--- src/rtl/mult_seq_controller_if.sv ---
// Control/status bundle between the multiplier controller and its surroundings.
// The master side drives the requests and operand signs; the slave (the controller) drives the datapath strobes.
interface mult_seq_controller_if #(
   parameter int CW = 4
);
   logic          start;
   logic          a_sign;
   logic          b_sign;
   logic          mult_lsb;
   logic          load;
   logic          add_en;
   logic          shift_en;
   logic          negate_en;
   logic          product_sign;
   logic [CW-1:0] step;
   logic          busy;
   logic          done;

   modport master (
      output start, a_sign, b_sign, mult_lsb,
      input  load, add_en, shift_en, negate_en, product_sign, step, busy, done
   );

   modport slave (
      input  start, a_sign, b_sign, mult_lsb,
      output load, add_en, shift_en, negate_en, product_sign, step, busy, done
   );
endinterface

--- src/rtl/mult_seq_controller.sv ---
// Control FSM for a sign-magnitude shift-add multiplier: LOAD, N CALC steps, SIGN fix-up, DONE pulse.
// Strobes decode directly from the state register; only add_en follows mult_lsb combinationally.
module mult_seq_controller #(
   parameter int N  = 8,
   parameter int CW = 4
) (
   input logic                 clk,
   input logic                 reset,
   mult_seq_controller_if.slave bus
);
   localparam logic [2:0] IDLE = 3'd0;
   localparam logic [2:0] LOAD = 3'd1;
   localparam logic [2:0] CALC = 3'd2;
   localparam logic [2:0] SIGN = 3'd3;
   localparam logic [2:0] DONE = 3'd4;

   localparam logic [CW-1:0] LAST_STEP = CW'(N - 1);

   logic [2:0]    state_r;
   logic [2:0]    state_nxt_s;
   logic [CW-1:0] step_r;
   logic [CW-1:0] step_nxt_s;
   logic          sign_r;
   logic          sign_nxt_s;

   function automatic logic sign_of(input logic a, input logic b);
      return a ^ b;
   endfunction

   // Next-state, step counter and product-sign selection
   always_comb begin
      state_nxt_s = state_r;
      step_nxt_s  = {CW{1'b0}};
      sign_nxt_s  = sign_r;
      case (state_r)
         IDLE: begin
            if (bus.start) begin
               state_nxt_s = LOAD;
            end else begin
               state_nxt_s = IDLE;
            end
         end
         LOAD: begin
            state_nxt_s = CALC;
            sign_nxt_s  = sign_of(bus.a_sign, bus.b_sign);
         end
         CALC: begin
            if (step_r == LAST_STEP) begin
               state_nxt_s = SIGN;
               step_nxt_s  = {CW{1'b0}};
            end else begin
               state_nxt_s = CALC;
               step_nxt_s  = step_r + CW'(1);
            end
         end
         SIGN:    state_nxt_s = DONE;
         DONE:    state_nxt_s = IDLE;
         default: state_nxt_s = IDLE;
      endcase
   end

   // State, step and sign registers
   always_ff @(posedge clk or negedge reset) begin
      if (!reset) begin
         state_r <= IDLE;
         step_r  <= {CW{1'b0}};
         sign_r  <= 1'b0;
      end else begin
         state_r <= state_nxt_s;
         step_r  <= step_nxt_s;
         sign_r  <= sign_nxt_s;
      end
   end

   // Datapath strobes decoded from the current state
   always_comb begin
      bus.load      = 1'b0;
      bus.add_en    = 1'b0;
      bus.shift_en  = 1'b0;
      bus.negate_en = 1'b0;
      bus.busy      = 1'b0;
      bus.done      = 1'b0;
      case (state_r)
         IDLE: ;
         LOAD: begin
            bus.load = 1'b1;
            bus.busy = 1'b1;
         end
         CALC: begin
            bus.shift_en = 1'b1;
            bus.add_en   = bus.mult_lsb;
            bus.busy     = 1'b1;
         end
         SIGN: begin
            bus.negate_en = sign_r;
            bus.busy      = 1'b1;
         end
         DONE:    bus.done = 1'b1;
         default: ;
      endcase
   end

   assign bus.product_sign = sign_r;
   assign bus.step         = step_r;
endmodule

--- src/flat_wrapper.sv ---
// flat-port wrapper written by rule: the top's interface ports become plain ports
module mult_seq_controller_flat 
#(
   parameter int N  = 8,
   parameter int CW = 4
)
  (clk, reset, bus_start, bus_a_sign, bus_b_sign, bus_mult_lsb, bus_load, bus_add_en, bus_shift_en, bus_negate_en, bus_product_sign, bus_step, bus_busy, bus_done);
  mult_seq_controller_if #(.CW(CW)) bus_i ();
  input logic clk;
  input logic reset;
  input wire logic [$bits(bus_i.start)-1:0] bus_start;
  input wire logic [$bits(bus_i.a_sign)-1:0] bus_a_sign;
  input wire logic [$bits(bus_i.b_sign)-1:0] bus_b_sign;
  input wire logic [$bits(bus_i.mult_lsb)-1:0] bus_mult_lsb;
  output wire logic [$bits(bus_i.load)-1:0] bus_load;
  output wire logic [$bits(bus_i.add_en)-1:0] bus_add_en;
  output wire logic [$bits(bus_i.shift_en)-1:0] bus_shift_en;
  output wire logic [$bits(bus_i.negate_en)-1:0] bus_negate_en;
  output wire logic [$bits(bus_i.product_sign)-1:0] bus_product_sign;
  output wire logic [$bits(bus_i.step)-1:0] bus_step;
  output wire logic [$bits(bus_i.busy)-1:0] bus_busy;
  output wire logic [$bits(bus_i.done)-1:0] bus_done;
  assign bus_i.start = bus_start;
  assign bus_i.a_sign = bus_a_sign;
  assign bus_i.b_sign = bus_b_sign;
  assign bus_i.mult_lsb = bus_mult_lsb;
  assign bus_load = bus_i.load;
  assign bus_add_en = bus_i.add_en;
  assign bus_shift_en = bus_i.shift_en;
  assign bus_negate_en = bus_i.negate_en;
  assign bus_product_sign = bus_i.product_sign;
  assign bus_step = bus_i.step;
  assign bus_busy = bus_i.busy;
  assign bus_done = bus_i.done;
  mult_seq_controller #(.N(N), .CW(CW)) u_core (.clk(clk), .reset(reset), .bus(bus_i));
endmodule
--- config.mk ---
export PLATFORM = sky130hd
export DESIGN_NAME = mult_seq_controller_flat
export DESIGN_NICKNAME = d
export VERILOG_FILES = /design/src/rtl/mult_seq_controller_if.sv /design/src/rtl/mult_seq_controller.sv /design/src/flat_wrapper.sv
export SDC_FILE = /design/constraint.sdc
export NUM_CORES = 1
export LEC_CHECK = 0
export CAP_MARGIN = 25
export CORE_AREA = 3 3 40 42
export DETAILED_ROUTE_END_ITERATION = 8
export DIE_AREA = 0 0 43 45
export SYNTH_ARGS = -nofsm -noshare
export SYNTH_HDL_FRONTEND = slang
export SYNTH_SLANG_ARGS = --single-unit
--- constraint.sdc ---
create_clock -name clk -period 1.3 [get_ports clk]
set_input_delay 0.26 -clock clk [delete_from_list [all_inputs] [get_ports clk]]
set_output_delay 0.26 -clock clk [all_outputs]
set_load 0.03 [all_outputs]
* After elaboration in Yosys (flattened, before gate mapping)
Cells that the tools add are included.
** Cells by class
- Add/subtract/negate cells :: 1
- Equal/unequal tests :: 5
- Muxes and demuxes :: 11
- Bitwise logic cells :: 1
- Reductions and logical operators :: 2
** Operators with widths (count)
- one-hot mux 3 bit (4 select lines) :: 1
- two-way mux 1 bit :: 8
- two-way mux 4 bit :: 2
- == test 3 x 2 -> 1 bit (second input constant) :: 2
- adder 4 x 1 -> 4 bit (second input constant) :: 1
- == test 4 x 3 -> 1 bit (second input constant) :: 1
- == test 3 x 1 -> 1 bit (second input constant) :: 1
- == test 3 bit (second input constant) :: 1
- zero test 3 bit :: 1
- OR reduction 3 bit :: 1
- bitwise XOR 1 bit :: 1
** Word-level totals
- Register bits :: 8
- Bits of input ports :: 6
- Logic and storage cells :: 23

* Logic depth before layout (Yosys ltp)
- Depth after elaboration :: 3
- Depth in mapped cells :: 4

* Worst setup path before layout
Ideal clock, no wire load.
- Kind :: register -> register
- From :: reg u_core.state_r[2]
- To :: reg u_core.sign_r, in the netlist u_core.bus.product_sign
- Setup time :: 0.175 ns
- Arrival :: 1.415 ns
- Data required time :: 1.125 ns
- Path slack :: -0.290 ns
- Cell stages (with the launch flop) :: 3
- Path buffers :: 0
- Period minus slack after synthesis :: 1.590 ns
- Path through :: dfrtp_1 nor3b_1 a21oi_1
** On the way
- Longest elaborated chain between the ends :: 1
** Ends and longest elaborated chain
- from (decl) :: RTL line mult_seq_controller.sv:19 : logic [2:0] state_r;
- from (signal assigned) :: RTL line mult_seq_controller.sv:69 : state_r <= state_nxt_s;
- == test 3 x 1 -> 1 bit :: RTL line mult_seq_controller.sv:35 : case (state_r)
- to (signal assigned) :: RTL line mult_seq_controller.sv:71 : sign_r <= sign_nxt_s;
- to (decl) :: RTL line mult_seq_controller.sv:23 : logic sign_r;
Every way passes these cells.
A chain may end at the register's enable or synchronous reset.

* Worst setup path after layout
- From :: reg u_core.state_r[0]
- To :: out bus_add_en
** On the way
- Longest elaborated chain between the ends :: 2
** Ends and longest elaborated chain
- == test 3 x 2 -> 1 bit :: RTL line mult_seq_controller.sv:83 : case (state_r)
- two-way mux 1 bit :: RTL line mult_seq_controller.sv:83
- to (decl) :: RTL line flat_wrapper.sv:16 : output wire logic [$bits(bus_i.add_en)-1:0] bus_add_en;
Every way passes these cells.

==> results list <==
* Status: finished, violations left
- Violated checks: setup timing
- The number of global-route vias before repair came to 368.
- Worst R2R Path Depth: 5
- Of all nets on the critical path, the largest fanout is 4.
- RSZ-0062 raised after global routing: true
- Proportion of layout cells with a drive suffix above 1: 0.516
- STA puts the critical path data required time at 1.04 ns.
- In this run, synthesis produced a sequential element count of 8.
- The detailed router finished its first iteration with 0 violations.
- The synthesized netlist occupies a cell area of 370 µm².
* Critical path's slowest cell: sky130_fd_sc_hd__or3b_4
- Remaining global-route overflow: 0
- Port buffering added 16 buffers.
- Wire length per cell after detailed routing: 10.4 µm
- Peak supply drop: 1.28 mV
* Hold buffer count at cts: 0
* Worst-case headroom to the max-slew limit: 0.761
* Worst clock skew: 0.000565 ns
- Internal power comes to 0.903 mW.
- Measured against the total synthesized area, the mux share comes to 0.0541.
- Relative contribution of the clock network to total power: 0.126
- Number of hold-slack violations in the final timing report: 0
- Summed over all nets, the switching power comes to 0.584 mW.
- The number of antenna violations at the first check in global routing was 0.
- After synthesis, the largest family of logic cells by area is simple AND/OR/NAND/NOR gates.
- Of the total power, the share spent switching nets is 0.393.
- Cells after Synth: 33
- In the layout the commonest cells are sky130_fd_sc_hd__buf_4, sky130_fd_sc_hd__dfrtp_1, sky130_fd_sc_hd__buf_6.
* Number of different library cells in the post-synthesis netlist: 15
- The floorplan step set the die height to 45 µm.
- Of the total synthesized cell area, the portion taken by XOR and XNOR cells is 0.0473.
- Summing all multi-input logic gate instances after layout gives 188 µm².
- The number of antenna diodes in the final layout is 0.
- Cts bufs inserted: 3
- STA classifies the critical path startpoint as a register.
- First-pass GRT wire length: 1440 µm
- Sequential Area: 200 µm²
* TritonCTS clock tree: built
- Die X-Extent: 43 µm
- Of the total synthesized cell area, the portion taken by full adders, half adders and majority gates is 0.0338.
- For this run, the detailed router's first-pass iteration total came to 1.
- In the routed layout, each cell is associated on average with a via count of 4.45.
* Clock Pin Slew Worst Setup and Hold Paths: 0.05 ns
* PwrDens: 2220 nW/µm²
* H-tree depth reported by CTS: 1
- Final number of max-transition violations: 0
- Core ar.: 1280 µm²
* WP depth: 4
* Arrival time at the worst endpoint: 1.36 ns
- The fraction of the mapped netlist area in compound gates came to 0.0135.
* Setup slack after layout: -0.319 ns
- In this run the static leakage power is 0.340 nW.
- Static timing analysis puts the maximum clock frequency at 618 MHz.
* Post-route minimum period: 1.62 ns
- Root cell of the clock tree: sky130_fd_sc_hd__clkbuf_4
- Most common cell after layout, fill and taps aside: sky130_fd_sc_hd__buf_4
- Across every metal layer, demand over resource in global routing totals 0.105.
- Launching point of the worst reg2reg path: u_core.state_r[0]$_DFF_PN0_
- The detail route stage leaves a number of antenna-violating nets equal to 0.
- Slowest stage delay, CP: 0.42 ns
* Sequential fraction of design power: 0.244
- DRC violation count after routing: 0
- Number of endpoints failing setup at the final stage: 5
- The worst setup path is of the reg -> out kind.
- Once layout is complete, the cells apart from fillers number 77.
- For this run, the number of Yosys warnings is 0.
- Compared with the post-synthesis result, the final layout area differs by 80.7%.
- Initial core utilization: 0.288
- Of the total synthesized cell area, the portion taken by AND, OR, NAND and NOR gates is 0.297.
* Number of placement rows: 13
- Entering global routing, the biggest net connects 9 pins.
- The tool flagged a number of max-cap violations equal to 0.
* Post-synthesis sequential area ratio: 0.541
- The layout has 119 filler cells.
- Of the available clock period, the critical path in the final layout requires 1.25.
- Counting every sink on the clock net gives 8.
- Walking the worst path, the cells encountered are or3b_4 > clkinv_4 > and2_4 > buf_6.
* Placed wire-length estimate: 591 µm
- Clock latency on the worst-skew pair: 0.25 ns
- The worst setup path is captured at an output port.
* Aggregate routed wire length: 803 µm
- Pin placement for this block handled 17 I/O pins.
* Worst Max-Slew Pin Slew: 0.357 ns
- Internal reg-to-reg setup slack: 0.07 ns
* Buffering stage count on the worst path with inverters included: 2
- Reg2Reg Capture Point: u_core.state_r[1]$_DFF_PN0_
- Total instance count after detailed placement: 69
- OpenSTA, run right after detailed placement, puts the worst setup slack at -0.0874 ns.
- Number of vias in the routed layout: 343
- Clk buf depth: 2
- Family with the most delay on the worst path: simple AND/OR/NAND/NOR gates
- Summing internal, switching and leakage power gives 1.49 mW.
- Of the total power, combinational logic draws 0.630.
- Synthesis produced a netlist with a net count of 40.
* Routability congestion estimate from global placement: 0.681
- The floorplan step defined a die boundary enclosing 1940 µm².
* Type of the tightest min-delay check: in -> async
- NumNets Final: 71
- Averaged over all synthesized cells, the footprint is 11.2 µm².
-- worst max-delay path by stage --
stage,endpoint,start,slack [ns]
after floorplan,bus_add_en,u_core.state_r[2]$_DFF_PN0_,-0.07
after global placement,bus_add_en,u_core.state_r[0]$_DFF_PN0_,-0.07
after detailed placement,bus_add_en,u_core.state_r[0]$_DFF_PN0_,-0.09
after CTS,bus_add_en,u_core.state_r[2]$_DFF_PN0_,-0.33
after global routing,bus_add_en,u_core.state_r[0]$_DFF_PN0_,-0.37
final,bus_add_en,u_core.state_r[0]$_DFF_PN0_,-0.32
-- synthesized netlist by cell type (all sizes together) --
cell / n / share of area
and3b: 2 / 0.047
and2: 4 / 0.068
dfrtp: 8 / 0.54
nor2: 6 / 0.061
nand3: 1 / 0.014
clkinv: 1 / 0.014
ha: 1 / 0.034
or2: 1 / 0.017
nor3: 2 / 0.041
or3b: 1 / 0.030
mux2i: 2 / 0.054
nor3b: 1 / 0.020
a21oi: 1 / 0.014
xnor2: 2 / 0.047
-- layout make-up --
type                       instances  area share
timing repair buffer              26       0.346
inverter                           1      0.0131
clock buffer                       3      0.0336
tap                               15      0.0280
multi-input combinational         24       0.280
sequential                         8       0.299
-- cell families after synthesis --
| logic type | Yosys count |
|---|---|
| xor+xnor | 2 |
| flops | 8 |
| fa+ha+maj | 1 |
| mux | 2 |
| compound gates | 1 |
| buf+inv | 1 |
| simple gates | 18 |
-- metal layers --
layer	track usage	vias up	part of all wire
li1	-	171	-
met1	0.112	158	0.40
met2	0.168	14	0.49
met3	0.0598	0	0.11
met4	0.0542	0	0
met5	0	-	0
-- power groups by stage --
| stage | Sequential, mW | Combinational, mW | Clock, mW |
|---|---|---|---|
| floorplan | 0.459 | 0.347 | 0 |
| global placement | 0.368 | 0.747 | 0 |
| detailed placement | 0.366 | 0.749 | 0 |
| CTS | 0.364 | 0.898 | 0.200 |
| global route | 0.372 | 1.01 | 0.217 |
| finish | 0.363 | 0.937 | 0.188 |
-- sequential cells by signal, summed over array words and instances, names as in the netlist --
signal                   count
u_core.bus.product_sign      1
u_core.state_r               3
u_core.bus.step              4
-- through the flow --
stage / cell area, µm² / TNS (ns) / hold slack (ns) / utilization
after global placement: 573 / -0.0738 / 0.509 / 0.446
final: 669 / -1.01 / 0.283 / 0.521
after CTS: 656 / -1.09 / 0.285 / 0.510
after floorplan: 382 / -0.0703 / -0.0356 / -
after detailed placement: 573 / -0.0874 / 0.495 / 0.446
after global routing: 669 / -1.39 / 0.290 / 0.521
-- what timing repair did --
action,4_1_cts,5_1_grt
resized for setup,10,2
buffers inserted,4,1
setup endpoints to repair,7,6
endpoints found under the hold margin,0,0
pin swaps,5,1
Note: power is estimated with default switching activity, not from simulation.
